**config.mk**
```make
export PLATFORM = sky130hd
export DESIGN_NAME = mix_columns_engine_flat
export DESIGN_NICKNAME = d
export VERILOG_FILES = /design/src/rtl/aes_gf_pkg.sv /design/src/rtl/mix_columns_engine_if.sv /design/src/rtl/mix_column_word.sv /design/src/rtl/mix_columns_engine.sv /design/src/flat_wrapper.sv
export SDC_FILE = /design/constraint.sdc
export NUM_CORES = 1
export LEC_CHECK = 0
export CAP_MARGIN = 20
export CORE_ASPECT_RATIO = 0.5
export CORE_MARGIN = 2
export CORE_UTILIZATION = 50
export CTS_CLUSTER_SIZE = 8
export DETAILED_ROUTE_END_ITERATION = 7
export GPL_ROUTABILITY_DRIVEN = 0
export PLACE_DENSITY_LB_ADDON = 0.25
export SYNTH_ARGS = -nofsm -noshare
export SYNTH_HDL_FRONTEND = slang
export SYNTH_SLANG_ARGS = --single-unit
```
**constraint.sdc**
```tcl
create_clock -name clk -period 7.73 [get_ports clk]
set_input_delay 1.1595 -clock clk [delete_from_list [all_inputs] [get_ports clk]]
set_output_delay 1.1595 -clock clk [all_outputs]
set_load 0.1 [all_outputs]
```
**src/rtl/aes_gf_pkg.sv**
```systemverilog
// rtl/aes_gf_pkg.sv - GF(2^8) helpers, mode codes and FSM states for the MixColumns engine
package aes_gf_pkg;

  localparam logic [7:0] GF_POLY  = 8'h1B;
  localparam logic       MODE_FWD = 1'b0;
  localparam logic       MODE_INV = 1'b1;

  typedef enum logic [1:0] {
    IDLE = 2'd0,
    BUSY = 2'd1,
    DONE = 2'd2
  } state_t;

  function automatic logic [7:0] xtime(input logic [7:0] b);
    return {b[6:0], 1'b0} ^ (b[7] ? GF_POLY : 8'h00);
  endfunction

endpackage

```
**src/rtl/mix_columns_engine_if.sv**
```systemverilog
// rtl/mix_columns_engine_if.sv - block in/out handshake bundle for the MixColumns engine
interface mix_columns_engine_if #(
  parameter int NUM_COLS = 4
);

  localparam int DW = 32 * NUM_COLS;

  logic          in_valid;
  logic          in_ready;
  logic          mode;
  logic [DW-1:0] data_in;
  logic          out_valid;
  logic          out_ready;
  logic [DW-1:0] data_out;
  logic          busy;

  modport master (
    output in_valid, mode, data_in, out_ready,
    input  in_ready, out_valid, data_out, busy
  );

  modport slave (
    input  in_valid, mode, data_in, out_ready,
    output in_ready, out_valid, data_out, busy
  );

endinterface

```
**src/rtl/mix_column_word.sv**
```systemverilog
// rtl/mix_column_word.sv - combinational MixColumns/InvMixColumns of one 32-bit column
module mix_column_word
  import aes_gf_pkg::*;
(
  input  logic        i_mode,
  input  logic [31:0] i_col_in,
  output logic [31:0] o_col_out
);

  logic [7:0] w_a  [4];
  logic [7:0] w_x2 [4];
  logic [7:0] w_x4 [4];
  logic [7:0] w_x8 [4];
  logic [7:0] w_r  [4];

  for (genvar i = 0; i < 4; i++) begin : g_byte
    localparam int J1 = (i + 1) % 4;
    localparam int J2 = (i + 2) % 4;
    localparam int J3 = (i + 3) % 4;

    assign w_a[i]  = i_col_in[31-8*i -: 8];
    assign w_x2[i] = xtime(w_a[i]);
    assign w_x4[i] = xtime(w_x2[i]);
    assign w_x8[i] = xtime(w_x4[i]);

    // inverse coefficients: 0e = 8^4^2, 0b = 8^2^1, 0d = 8^4^1, 09 = 8^1
    assign w_r[i] = (i_mode == MODE_FWD)
      ? (w_x2[i] ^ (w_x2[J1] ^ w_a[J1]) ^ w_a[J2] ^ w_a[J3])
      : ((w_x8[i] ^ w_x4[i] ^ w_x2[i]) ^
         (w_x8[J1] ^ w_x2[J1] ^ w_a[J1]) ^
         (w_x8[J2] ^ w_x4[J2] ^ w_a[J2]) ^
         (w_x8[J3] ^ w_a[J3]));
  end

  assign o_col_out = {w_r[0], w_r[1], w_r[2], w_r[3]};

endmodule

```
**src/rtl/mix_columns_engine.sv**
```systemverilog
// rtl/mix_columns_engine.sv - AES MixColumns/InvMixColumns engine, COLS_PER_CYCLE columns per beat
module mix_columns_engine
  import aes_gf_pkg::*;
#(
  parameter int NUM_COLS       = 4,
  parameter int COLS_PER_CYCLE = 1
) (
  input  logic                clk,
  input  logic                rst,
  mix_columns_engine_if.slave bus
);

  localparam int DW    = 32 * NUM_COLS;
  localparam int BEATS = NUM_COLS / COLS_PER_CYCLE;
  localparam int CNT_W = (BEATS > 1) ? $clog2(BEATS) : 1;

  if (NUM_COLS % COLS_PER_CYCLE != 0) begin : g_cfg_check
    $error("mix_columns_engine: NUM_COLS must be a multiple of COLS_PER_CYCLE");
  end

  state_t           r_state;
  state_t           w_next;
  logic [CNT_W-1:0] r_cnt;
  logic [DW-1:0]    r_work;
  logic             r_mode;
  logic [DW-1:0]    w_work_next;
  logic             w_accept;
  logic             w_last;
  logic [31:0]      w_col_in  [COLS_PER_CYCLE];
  logic [31:0]      w_col_out [COLS_PER_CYCLE];

  assign w_accept = (r_state == IDLE) && bus.in_valid;
  assign w_last   = (r_cnt == CNT_W'(BEATS - 1));

  // Each lane picks its column for the current beat with an AND-OR chain
  for (genvar i = 0; i < COLS_PER_CYCLE; i++) begin : g_lane
    for (genvar b = 0; b < BEATS; b++) begin : g_beat
      logic [31:0] w_cand;
      logic [31:0] w_acc;
      assign w_cand = (r_cnt == CNT_W'(b)) ? r_work[DW-1-32*(b*COLS_PER_CYCLE+i) -: 32] : 32'h0;
      if (b == 0) begin : g_first
        assign w_acc = w_cand;
      end else begin : g_rest
        assign w_acc = g_beat[b-1].w_acc | w_cand;
      end
    end

    assign w_col_in[i] = g_beat[BEATS-1].w_acc;

    mix_column_word u_word (
      .i_mode    (r_mode),
      .i_col_in  (w_col_in[i]),
      .o_col_out (w_col_out[i])
    );
  end

  for (genvar c = 0; c < NUM_COLS; c++) begin : g_col
    assign w_work_next[DW-1-32*c -: 32] = (r_cnt == CNT_W'(c / COLS_PER_CYCLE))
      ? w_col_out[c % COLS_PER_CYCLE]
      : r_work[DW-1-32*c -: 32];
  end

  always_ff @(posedge clk) begin
    if (!rst) begin
      r_state <= IDLE;
    end else begin
      r_state <= w_next;
    end
  end

  always_comb begin
    w_next = r_state;
    case (r_state)
      IDLE:    if (bus.in_valid)  w_next = BUSY;
      BUSY:    if (w_last)        w_next = DONE;
      DONE:    if (bus.out_ready) w_next = IDLE;
      default:                    w_next = IDLE;
    endcase
  end

  always_ff @(posedge clk) begin
    if (!rst) begin
      r_cnt  <= '0;
      r_work <= '0;
      r_mode <= MODE_FWD;
    end else if (w_accept) begin
      r_cnt  <= '0;
      r_work <= bus.data_in;
      r_mode <= bus.mode;
    end else if (r_state == BUSY) begin
      r_cnt  <= w_last ? '0 : r_cnt + CNT_W'(1);
      r_work <= w_work_next;
    end
  end

  assign bus.in_ready  = rst && (r_state == IDLE);
  assign bus.busy      = (r_state == BUSY);
  assign bus.out_valid = (r_state == DONE);
  assign bus.data_out  = r_work;

endmodule

```
**src/flat_wrapper.sv**
```systemverilog
// flat-port wrapper written by rule: the top's interface ports become plain ports
module mix_columns_engine_flat import aes_gf_pkg::*;
#(
  parameter int NUM_COLS       = 4,
  parameter int COLS_PER_CYCLE = 1
)
  (clk, rst, bus_in_valid, bus_mode, bus_data_in, bus_out_ready, bus_in_ready, bus_out_valid, bus_data_out, bus_busy);
  mix_columns_engine_if #(.NUM_COLS(NUM_COLS)) bus_i ();
  input  logic clk;
  input  logic rst;
  input wire logic [$bits(bus_i.in_valid)-1:0] bus_in_valid;
  input wire logic [$bits(bus_i.mode)-1:0] bus_mode;
  input wire logic [$bits(bus_i.data_in)-1:0] bus_data_in;
  input wire logic [$bits(bus_i.out_ready)-1:0] bus_out_ready;
  output wire logic [$bits(bus_i.in_ready)-1:0] bus_in_ready;
  output wire logic [$bits(bus_i.out_valid)-1:0] bus_out_valid;
  output wire logic [$bits(bus_i.data_out)-1:0] bus_data_out;
  output wire logic [$bits(bus_i.busy)-1:0] bus_busy;
  assign bus_i.in_valid = bus_in_valid;
  assign bus_i.mode = bus_mode;
  assign bus_i.data_in = bus_data_in;
  assign bus_i.out_ready = bus_out_ready;
  assign bus_in_ready = bus_i.in_ready;
  assign bus_out_valid = bus_i.out_valid;
  assign bus_data_out = bus_i.data_out;
  assign bus_busy = bus_i.busy;
  mix_columns_engine #(.NUM_COLS(NUM_COLS), .COLS_PER_CYCLE(COLS_PER_CYCLE)) u_core (.clk(clk), .rst(rst), .bus(bus_i));
endmodule
```
==> results.py, run 1 <==
metrics = {
    "cts": {
        "clock_sinks": 133,
        "htreeDepth": 4,
        "clock-root-buffer": "clkbuf_16",
        "ctsHoldBuffers": 0,
        "clk_pin_slew_ns": 0.06,
        "clockBufferDepth": 2,
        "cts_made_buffers": 17,
        "postCtsSetupBuffers": 0,
        "cts_tree": "built",
        "clock_latency_ns": 0.43,
        "cts_resized": 0,
    },
    "routing": {
        "dr.pass1.iters": 6,
        "ant_nets": 0,
        "routed_via_density": 6.28,
        "wl_per_cell_um": 23.0,
        "num_vias": 9513,
        "drtIter0Drc": 1169,
        "routed_wl_mm": 34.8,
        "drc": 0,
    },
    "power": {
        "p_comb_frac": 0.659,
        "sw_frac_of_total": 0.497,
        "p_total_w": 0.00489,
        "p_sw_w": 0.00243,
        "intPower_w": 0.00246,
        "powerDensity_mw_per_mm2": 403,
        "p_seq_frac": 0.172,
        "irDropWorstVdd_uv": 263,
        "clkPwrFrac": 0.169,
        "p_leak_nw": 4.75,
    },
    "global_routing": {
        "top_usage_layer": "met2",
        "grt_usage": 0.364,
        "grt_max_degree": 72,
        "grt_pass1_wl_mm": 52.3,
        "met3_usage": 0.0988,
        "grt_pass1_vias": 9254,
        "met2_usage": 0.547,
        "gr-total-overflow": 0,
        "met1_usage": 0.503,
        "antenna_found_initial": 1,
    },
    "placed_design": {
        "dp_hpwl_mm": 24.9,
        "placed_area_mm2": 0.0115,
        "port_buffers": 263,
        "placed_cells": 1481,
    },
    "yosys": {
        "ys_seq_elements": 133,
        "yosysSeqAreaShare": 0.300,
        "ys_async_sr_fraction": 0,
        "synthFlopType": "dfxtp_1",
        "syn_nets": 1188,
        "synthDistinctLibCells": 49,
        "synth_area_mm2": 0.00888,
        "avgSynthCellArea_um2": 8.45,
        "synth_warnings": 0,
        "syn-instance-count": 1051,
        "synth-edff-count": 0,
    },
    "sta": {
        "hold_viol_final": 0,
        "setup-tns-final_ns": 0,
        "max_freq_mhz": 208,
        "relSlewSlack": 0.279,
        "timing.final.crit_share": 0.623,
        "tightest_slew_ns": 1.08,
        "skew_ns": 0.0114,
        "rsz0062_at_grt": "false",
        "setup_viol": 0,
        "slew_viol_final": 0,
        "min_period_ns": 4.81,
    },
    "layout": {
        "n_fill_cell": 1368,
        "drive_gt1_frac": 0.0516,
        "area_growth_pct": 36.7,
        "nNetsFinal": 1403,
        "finalNonFillerCells": 1514,
        "utilization": 0.698,
        "design_area_mm2": 0.0121,
    },
    "critical_path": {
        "r2r-start": "u_core.r_cnt[0]",
        "rr_worst_depth": 12,
        "crit_start": "rst",
        "end_kind": "output port",
        "crit_chain": "buf_2 > buf_4 > inv_2 > nor3_1 > clkdlybuf4s50_1",
        "reg2reg_to": "u_core.bus.data_out[27]",
        "required_ns": 6.57,
        "cpPeakStageDelay_ns": 1.17,
        "startpoint_type": "input pin",
        "crit_path_top_delay_cell": "clkdlybuf4s50_1",
        "reg2reg_setup_slack_ns": 3.27,
        "cp.arrival_ns": 3.65,
        "critical_path_class": "input pin to output port",
        "path_max_fanout": 62,
    },
    "floorplanning": {
        "ios": 264,
        "core_area_mm2": 0.0174,
        "die-area_mm2": 0.0189,
        "start_util": 0.510,
        "die_h_um": 98.2,
        "die_w_um": 192,
        "rows": 34,
    },
    "min_path": {
        "hold_path_end": "u_core.bus.data_out[18]",
        "hold_class": "register to register",
        "hold_depth": 2,
        "hold_start": "u_core.bus.data_out[18]",
    },
    "run_status": {
        "outcome": "completed",
    },
    "job": {
        "maxCapViolCount": 0,
    },
}
==> metrics by stage <==
step | setup WS (ns) | hold WS, ns
finish | 2.92 | 0.505
global route | 2.82 | 0.530
CTS | 2.97 | 0.500
detailed placement | 2.97 | 0.497
global placement | 3.01 | 0.476
floorplan | 2.81 | 0.565
==> placed cells by master, fill, tap and decap left out, drive strengths merged, types with 4 or more instances in the layout <==
cell	n
a21o	7
a21oi	93
a22oi	92
a311oi	5
a31oi	33
and2	12
and3	28
buf	15
clkbuf	21
clkdlybuf4s50	262
dfxtp	133
ha	4
inv	11
mux2i	10
nand2	127
nand4	4
nor2	54
nor2b	5
nor3	8
o211a	9
o211ai	7
o21a	15
o21ai	89
o22ai	4
xnor2	122
xnor3	23
xor2	54
xor3	5
==> logic make-up (layout without fill, tap and decap cells) <==
logic type               count (synthesis)  count (layout)  synth area share
multiplexers                            10              10            0.0113
buffers and inverters                   87             315            0.0434
adder cells (fa/ha/maj)                  4               4           0.00564
AND/OR/NAND/NOR                        247             247             0.124
AO/OA/AOI/OAI                          366             366             0.263
XOR/XNOR                               204             204             0.253
other                                    0               1                 0
flip-flops                             133             133             0.300
==> metal layers <==
metal  vias to the layer above  routed length [um]
li1                       4165                   -
met1                      4534               14000
met2                       705               15100
met3                       109                4570
met4                         0                1170
met5                         -                   0
==> critical path, delay by kind of cell <==
family	cells	cell delay, ns
buffers and inverters	4	2.17
AND/OR/NAND/NOR	1	0.29
==> sequential cells by signal (all words and copies together), names as in the netlist <==
signal               count
u_core.bus.data_out    128
u_core.r_cnt             2
u_core.r_state           2
u_core.r_mode            1
==> power by group through the flow <==
| stage | Combinational, W | Sequential, W | Clock (W) |
|---|---|---|---|
| final | 0.00322 | 0.000841 | 0.000827 |
| after global routing | 0.00333 | 0.000847 | 0.000853 |
| after CTS | 0.00314 | 0.000837 | 0.000820 |
| after detailed placement | 0.00310 | 0.000851 | 0 |
| after global placement | 0.00304 | 0.000851 | 0 |
| after floorplan | 0.00182 | 0.00138 | 0 |
==> synthesized netlist by cell type, drive strengths merged, types with 23 or more instances <==
library cell / instances / area [um2]
clkbuf: 61 / 229
a22oi: 92 / 691
a21oi: 93 / 469
dfxtp: 133 / 2660
o21ai: 89 / 445
nor2: 54 / 203
a31oi: 33 / 206
and3: 28 / 175
xnor3: 23 / 518
xor2: 54 / 510
xnor2: 122 / 1100
nand2: 127 / 482
==> cell type report <==
class                      instances  area (um2)  area share
sequential                       133        2660       0.219
antenna                            1        2.50    0.000206
multi-input combinational        831        5840       0.481
tap                              234         293      0.0241
clock inverter                    11         116     0.00959
clock buffer                      21         470      0.0388
inverter                           6        22.5     0.00186
timing repair buffer             277        2730       0.225
==> worst max-delay path by stage <==
| stage | to | cells past startpoint |
|---|---|---|
| floorplan | bus_in_ready | 4 |
| global placement | bus_in_ready | 5 |
| detailed placement | bus_in_ready | 5 |
| CTS | bus_in_ready | 5 |
| global route | bus_in_ready | 5 |
| finish | bus_in_ready | 5 |
(Power assumes the default switching activity.)
==> run 2, diff against run 1 <==
Settings changed: CORE_UTILIZATION 50 to 44.
Clock period 7.73 ns to 4.1 ns, I/O delays scaled along.
==> run 2 against run 1 <==
  * Cell area up 1.9%
  * Final cell count increased by 3.1%
  * Combinational power is 95% higher
  * First-iteration DRC count down 21%
  * Sequential power is 91% higher
  * Power is 94% higher
  * Core utilization down 6.8 points
==> results.py, run 2 (synthesis results as in run 1) <==
metrics = {
    "global_routing": {
        "grt_max_degree": 75,
        "grt_usage": 0.337,
        "grt_pass1_vias": 9169,
        "antenna_found_initial": 0,
        "gr-total-overflow": 0,
        "grt_pass1_wl_mm": 54.6,
    },
    "layout": {
        "final_common_cell": "clkdlybuf4s50_1",
        "area_growth_pct": 39.3,
        "final-seq-area_mm2": 0.00266,
        "antenna_cells": 0,
        "drive_gt1_frac": 0.0672,
        "largest_reg_flops": 128,
        "nNetsFinal": 1420,
        "utilization": 0.630,
        "multiInputGateArea_mm2": 0.00585,
        "final_cell_mix": "clkdlybuf4s50_1 (260), dfxtp_1 (133), nand2_1 (124)",
        "n_fill_cell": 1660,
    },
    "power": {
        "p_leak_nw": 4.87,
        "p_total_w": 0.00950,
        "irDropWorstVdd_uv": 457,
        "powerDensity_mw_per_mm2": 768,
    },
    "sta": {
        "max_freq_mhz": 252,
        "hold_viol_final": 0,
        "skew_ns": 0.0142,
        "layout_setup_ws_ns": 0.138,
        "slew_viol_final": 0,
        "relSlewSlack": 0.246,
        "setup_viol": 0,
        "timing.final.crit_share": 0.966,
        "min_period_ns": 3.96,
        "setup-tns-final_ns": 0,
        "rsz0062_at_grt": "false",
        "tightest_slew_ns": 1.13,
        "timing.hold.ws_ns": 0.497,
    },
    "critical_path": {
        "required_ns": 4.43,
        "end_kind": "register",
        "worst_path_most_repeated_cell": "xnor2_1",
        "crit_chain": "inv_1 > ha_1 > buf_12 > a22oi_1 > nand2_1 > xor2_2 > xnor3_1 > xnor2_1 > xnor2_1 > mux2i_1 > buf_4 > o21ai_0 > and2_1",
        "path_max_fanout": 27,
        "startpoint_type": "register",
        "crit_path_top_delay_cell": "xor2_2",
        "cp.arrival_ns": 4.29,
        "cpPeakStageDelay_ns": 0.61,
        "critical_path_class": "register to register",
    },
    "run_status": {
        "outcome": "completed",
    },
    "cts": {
        "cts_made_buffers": 17,
        "clock_sinks": 133,
        "htreeDepth": 4,
        "clockBufferDepth": 2,
        "clock-root-buffer": "clkbuf_16",
        "clk_pin_slew_ns": 0.06,
        "cts_tree": "built",
        "clock_latency_ns": 0.44,
    },
    "routing": {
        "routed_wl_mm": 36.4,
        "drtIter0Drc": 926,
        "wl_per_cell_um": 23.3,
        "num_vias": 9412,
        "ant_nets": 0,
        "routed_via_density": 6.03,
        "drc": 0,
        "dr.pass1.iters": 7,
    },
    "min_path": {
        "hold_class": "register to register",
    },
    "floorplanning": {
        "core_area_mm2": 0.0196,
        "ios": 264,
        "die-area_mm2": 0.0214,
        "die_w_um": 205,
        "die_h_um": 104,
        "start_util": 0.452,
        "rows": 36,
    },
    "placed_design": {
        "dp_hpwl_mm": 26.7,
        "port_buffers": 263,
        "dpl_worst_slack_ns": 0.274,
    },
    "job": {
        "maxCapViolCount": 0,
    },
}
-- run 2: cell count changes in the layout (fill, tap and decap cells not counted), sizes merged --
cell           before  now
buf                15   34
clkbuf             21   20
clkdlybuf4s50     262  260
inv                11    9
bufinv              1    3
diode               1    0
-- run 2: worst max-delay path: cells and delay by family, from the launching register on --
family	cells	cell delay, ns
fa+ha+maj	1	0.26
xor+xnor	4	1.52
buf+inv	3	0.50
simple gates	2	0.60
compound gates	2	0.25
flops	1	0.36
mux	1	0.35
-- run 2: cell type report --
class	instances	share of cell area
Timing Repair Buffer	294	0.233
Sequential cell	133	0.215
Clock buffer	20	0.0377
Tap cell	266	0.0269
Multi-Input combinational cell	831	0.473
Inverter	6	0.00182
Clock inverter	11	0.0118
-- run 2: worst paths after layout --
path | start | end | slack (ns) | cells after the start
worst max-delay path | u_core.r_cnt[0] | u_core.bus.data_out[91] | 0.14 | 13
worst min-delay path | u_core.bus.data_out[82] | u_core.bus.data_out[82] | 0.50 | 2
worst max register to register | u_core.r_cnt[0] | u_core.bus.data_out[91] | 0.14 | 13
worst min register to register | u_core.bus.data_out[82] | u_core.bus.data_out[82] | 0.50 | 2
-- run 2: what timing repair did --
action | 4_1_cts | 5_1_grt
buffers inserted | 0 | 0
hold buffers | 0 | 0
gates resized for setup | 0 | 2
endpoints found under the setup margin | 0 | 8
endpoints found under the hold margin | 0 | 0
-- run 2: power by group --
| group | leakage (nW) | switching, W | internal, W |
|---|---|---|---|
| sequential | 1.10 | 0.000165 | 0.00144 |
| combinational | 3.48 | 0.00383 | 0.00243 |
| clock | 0.299 | 0.000621 | 0.00100 |
| total | 4.87 | 0.00462 | 0.00488 |
-- run 2: through the flow --
| stage | std cells | instance area (um2) |
|---|---|---|
| finish | 1561 | 12400 |
| global route | 1561 | 12400 |
| CTS | 1561 | 12400 |
| detailed placement | 1530 | 11700 |
| global placement | 1530 | 11700 |
| floorplan | 1051 | 8880 |
-- run 2: per-layer routing --
metal	global-route usage	share of wire
met1	0.466	0.41
met2	0.485	0.43
met3	0.118	0.13
met4	0.110	0.026
met5	0	0
==> run 3, diff against run 2 <==
Settings changed: CORE_MARGIN 2 to 5.
==> run 3 against run 2 <==
  * Critical endpoint is now u_core.bus.data_out[84]
  * Flip-flop and latch count unchanged
  * Clock skew is 0.0054 ns lower
  * Largest cell class unchanged
  * Sequential power about the same
  * Sequential share of layout area increased by 0.059 points
  * Highest routed layer unchanged
  * Non-clock buffer count increased by 4
==> results.py, run 3 (synthesis results as in run 1) <==
metrics = {
    "layout": {
        "n_fill_cell": 1702,
        "area_growth_pct": 38.9,
        "final_cell_mix": "clkdlybuf4s50_1 (260), dfxtp_1 (133), nand2_1 (124)",
        "antenna_cells": 0,
        "multiInputGateArea_mm2": 0.00584,
        "nNetsFinal": 1424,
        "design_area_mm2": 0.0123,
        "largest_reg_flops": 128,
        "finalNonFillerCells": 1566,
        "final-seq-area_mm2": 0.00266,
        "drive_gt1_frac": 0.0685,
        "final_common_cell": "clkdlybuf4s50_1",
    },
    "sta": {
        "setup-tns-final_ns": 0,
        "max_freq_mhz": 251,
        "skew_ns": 0.00881,
        "timing.final.crit_share": 0.973,
        "relSlewSlack": 0.295,
        "rsz0062_at_grt": "false",
        "slew_viol_final": 0,
        "min_period_ns": 3.99,
        "tightest_slew_ns": 1.05,
        "setup_viol": 0,
        "layout_setup_ws_ns": 0.113,
        "hold_viol_final": 0,
    },
    "critical_path": {
        "cp.arrival_ns": 4.29,
        "crit_path_top_delay_cell": "a221oi_4",
        "worst_path_most_repeated_cell": "xnor3_1",
        "critical_path_class": "register to register",
        "cpPeakStageDelay_ns": 0.53,
        "required_ns": 4.41,
        "path_buf_inv": 2,
        "end_kind": "register",
        "startpoint_type": "register",
        "crit_chain": "inv_1 > ha_1 > buf_4 > a22o_1 > a221oi_4 > xor3_1 > xnor3_1 > xnor3_1 > xnor2_1 > a21oi_1 > xor2_1 > o21ai_0",
        "path_max_fanout": 9,
        "cp_top_family": "XOR/XNOR gates",
        "reg2reg_setup_slack_ns": 0.11,
    },
    "power": {
        "irDropWorstVdd_uv": 438,
        "clkPwrFrac": 0.160,
        "powerDensity_mw_per_mm2": 764,
        "p_leak_nw": 4.85,
        "p_comb_frac": 0.670,
        "p_seq_frac": 0.170,
        "intPower_w": 0.00478,
        "p_sw_w": 0.00464,
        "sw_frac_of_total": 0.493,
    },
    "floorplanning": {
        "rows": 36,
        "die-area_mm2": 0.0233,
        "die_w_um": 211,
        "core_area_mm2": 0.0196,
        "start_util": 0.452,
        "die_h_um": 110,
        "ios": 264,
    },
    "cts": {
        "cts_resized": 0,
        "cts_made_buffers": 17,
        "clk_pin_slew_ns": 0.06,
        "htreeDepth": 4,
        "ctsHoldBuffers": 0,
        "clock_latency_ns": 0.43,
        "clock_sinks": 133,
        "clockBufferDepth": 2,
        "cts_tree": "built",
        "postCtsSetupBuffers": 0,
        "clock-root-buffer": "clkbuf_16",
    },
    "global_routing": {
        "top_usage_layer": "met2",
        "grt_max_degree": 98,
        "grt_pass1_vias": 9277,
        "grt_usage": 0.304,
        "met1_usage": 0.442,
        "grt_pass1_wl_mm": 55.5,
        "antenna_found_initial": 0,
        "gr-total-overflow": 0,
        "met2_usage": 0.449,
        "met3_usage": 0.0720,
    },
    "placed_design": {
        "port_buffers": 263,
        "placed_cells": 1534,
        "dpl_worst_slack_ns": 0.249,
        "dp_hpwl_mm": 27.4,
        "placed_area_mm2": 0.0118,
    },
    "routing": {
        "drtIter0Drc": 1388,
        "dr.pass1.iters": 8,
        "drc": 0,
        "ant_nets": 0,
        "routed_via_density": 6.04,
        "num_vias": 9452,
        "wl_per_cell_um": 23.5,
        "routed_wl_mm": 36.8,
    },
    "min_path": {
        "hold_class": "register to register",
    },
    "job": {
        "maxCapViolCount": 0,
    },
    "run_status": {
        "outcome": "completed",
    },
}
## run 3: power by group through the flow
stage	combinational [W]	sequential, W	clock, W
final	0.00631	0.00161	0.00150
after global routing	0.00655	0.00162	0.00157
after CTS	0.00617	0.00160	0.00150
after detailed placement	0.00610	0.00162	0
after global placement	0.00602	0.00162	0
after floorplan	0.00343	0.00259	0
## run 3: layout make-up
class                           count  share of cell area
Timing Repair Buffer              298               0.236
Inverter                            6             0.00183
Multi-Input combinational cell    831               0.473
Tap cell                          266              0.0270
Clock buffer                       20              0.0362
Sequential cell                   133               0.216
Clock inverter                     12             0.00974
## run 3: worst reg2reg max path: cells and delay by family (launching register included)
kind / cells / cell delay (ns)
xor gates and xnor gates: 5 / 1.78
AOI/OAI and AO/OA: 4 / 1.15
adders and majority gates: 1 / 0.26
DFF: 1 / 0.37
buffers and inverters: 2 / 0.30
## run 3: path summary, 6_finish.rpt
check / startpoint / to / cells after the start
setup reg to reg: u_core.r_cnt[0] / u_core.bus.data_out[84] / 12
hold / removal: u_core.bus.data_out[114] / u_core.bus.data_out[114] / 2
setup / recovery: u_core.r_cnt[0] / u_core.bus.data_out[84] / 12
hold reg to reg: u_core.bus.data_out[114] / u_core.bus.data_out[114] / 2
## run 3: metrics by stage
step           hold WS (ns)  power (W)   util
5_1_grt               0.517    0.00974  0.628
4_1_cts               0.500    0.00927  0.628
3_5_place_dp          0.489    0.00772  0.599
3_3_place_gp          0.474    0.00764  0.599
2_1_floorplan         0.565    0.00602      -
6_report              0.502    0.00942  0.628
## run 3: per-layer routing
layer / vias up / share of wire
li1: 4213 / -
met1: 4535 / 0.42
met2: 633 / 0.43
met3: 71 / 0.12
met4: 0 / 0.023
met5: - / 0
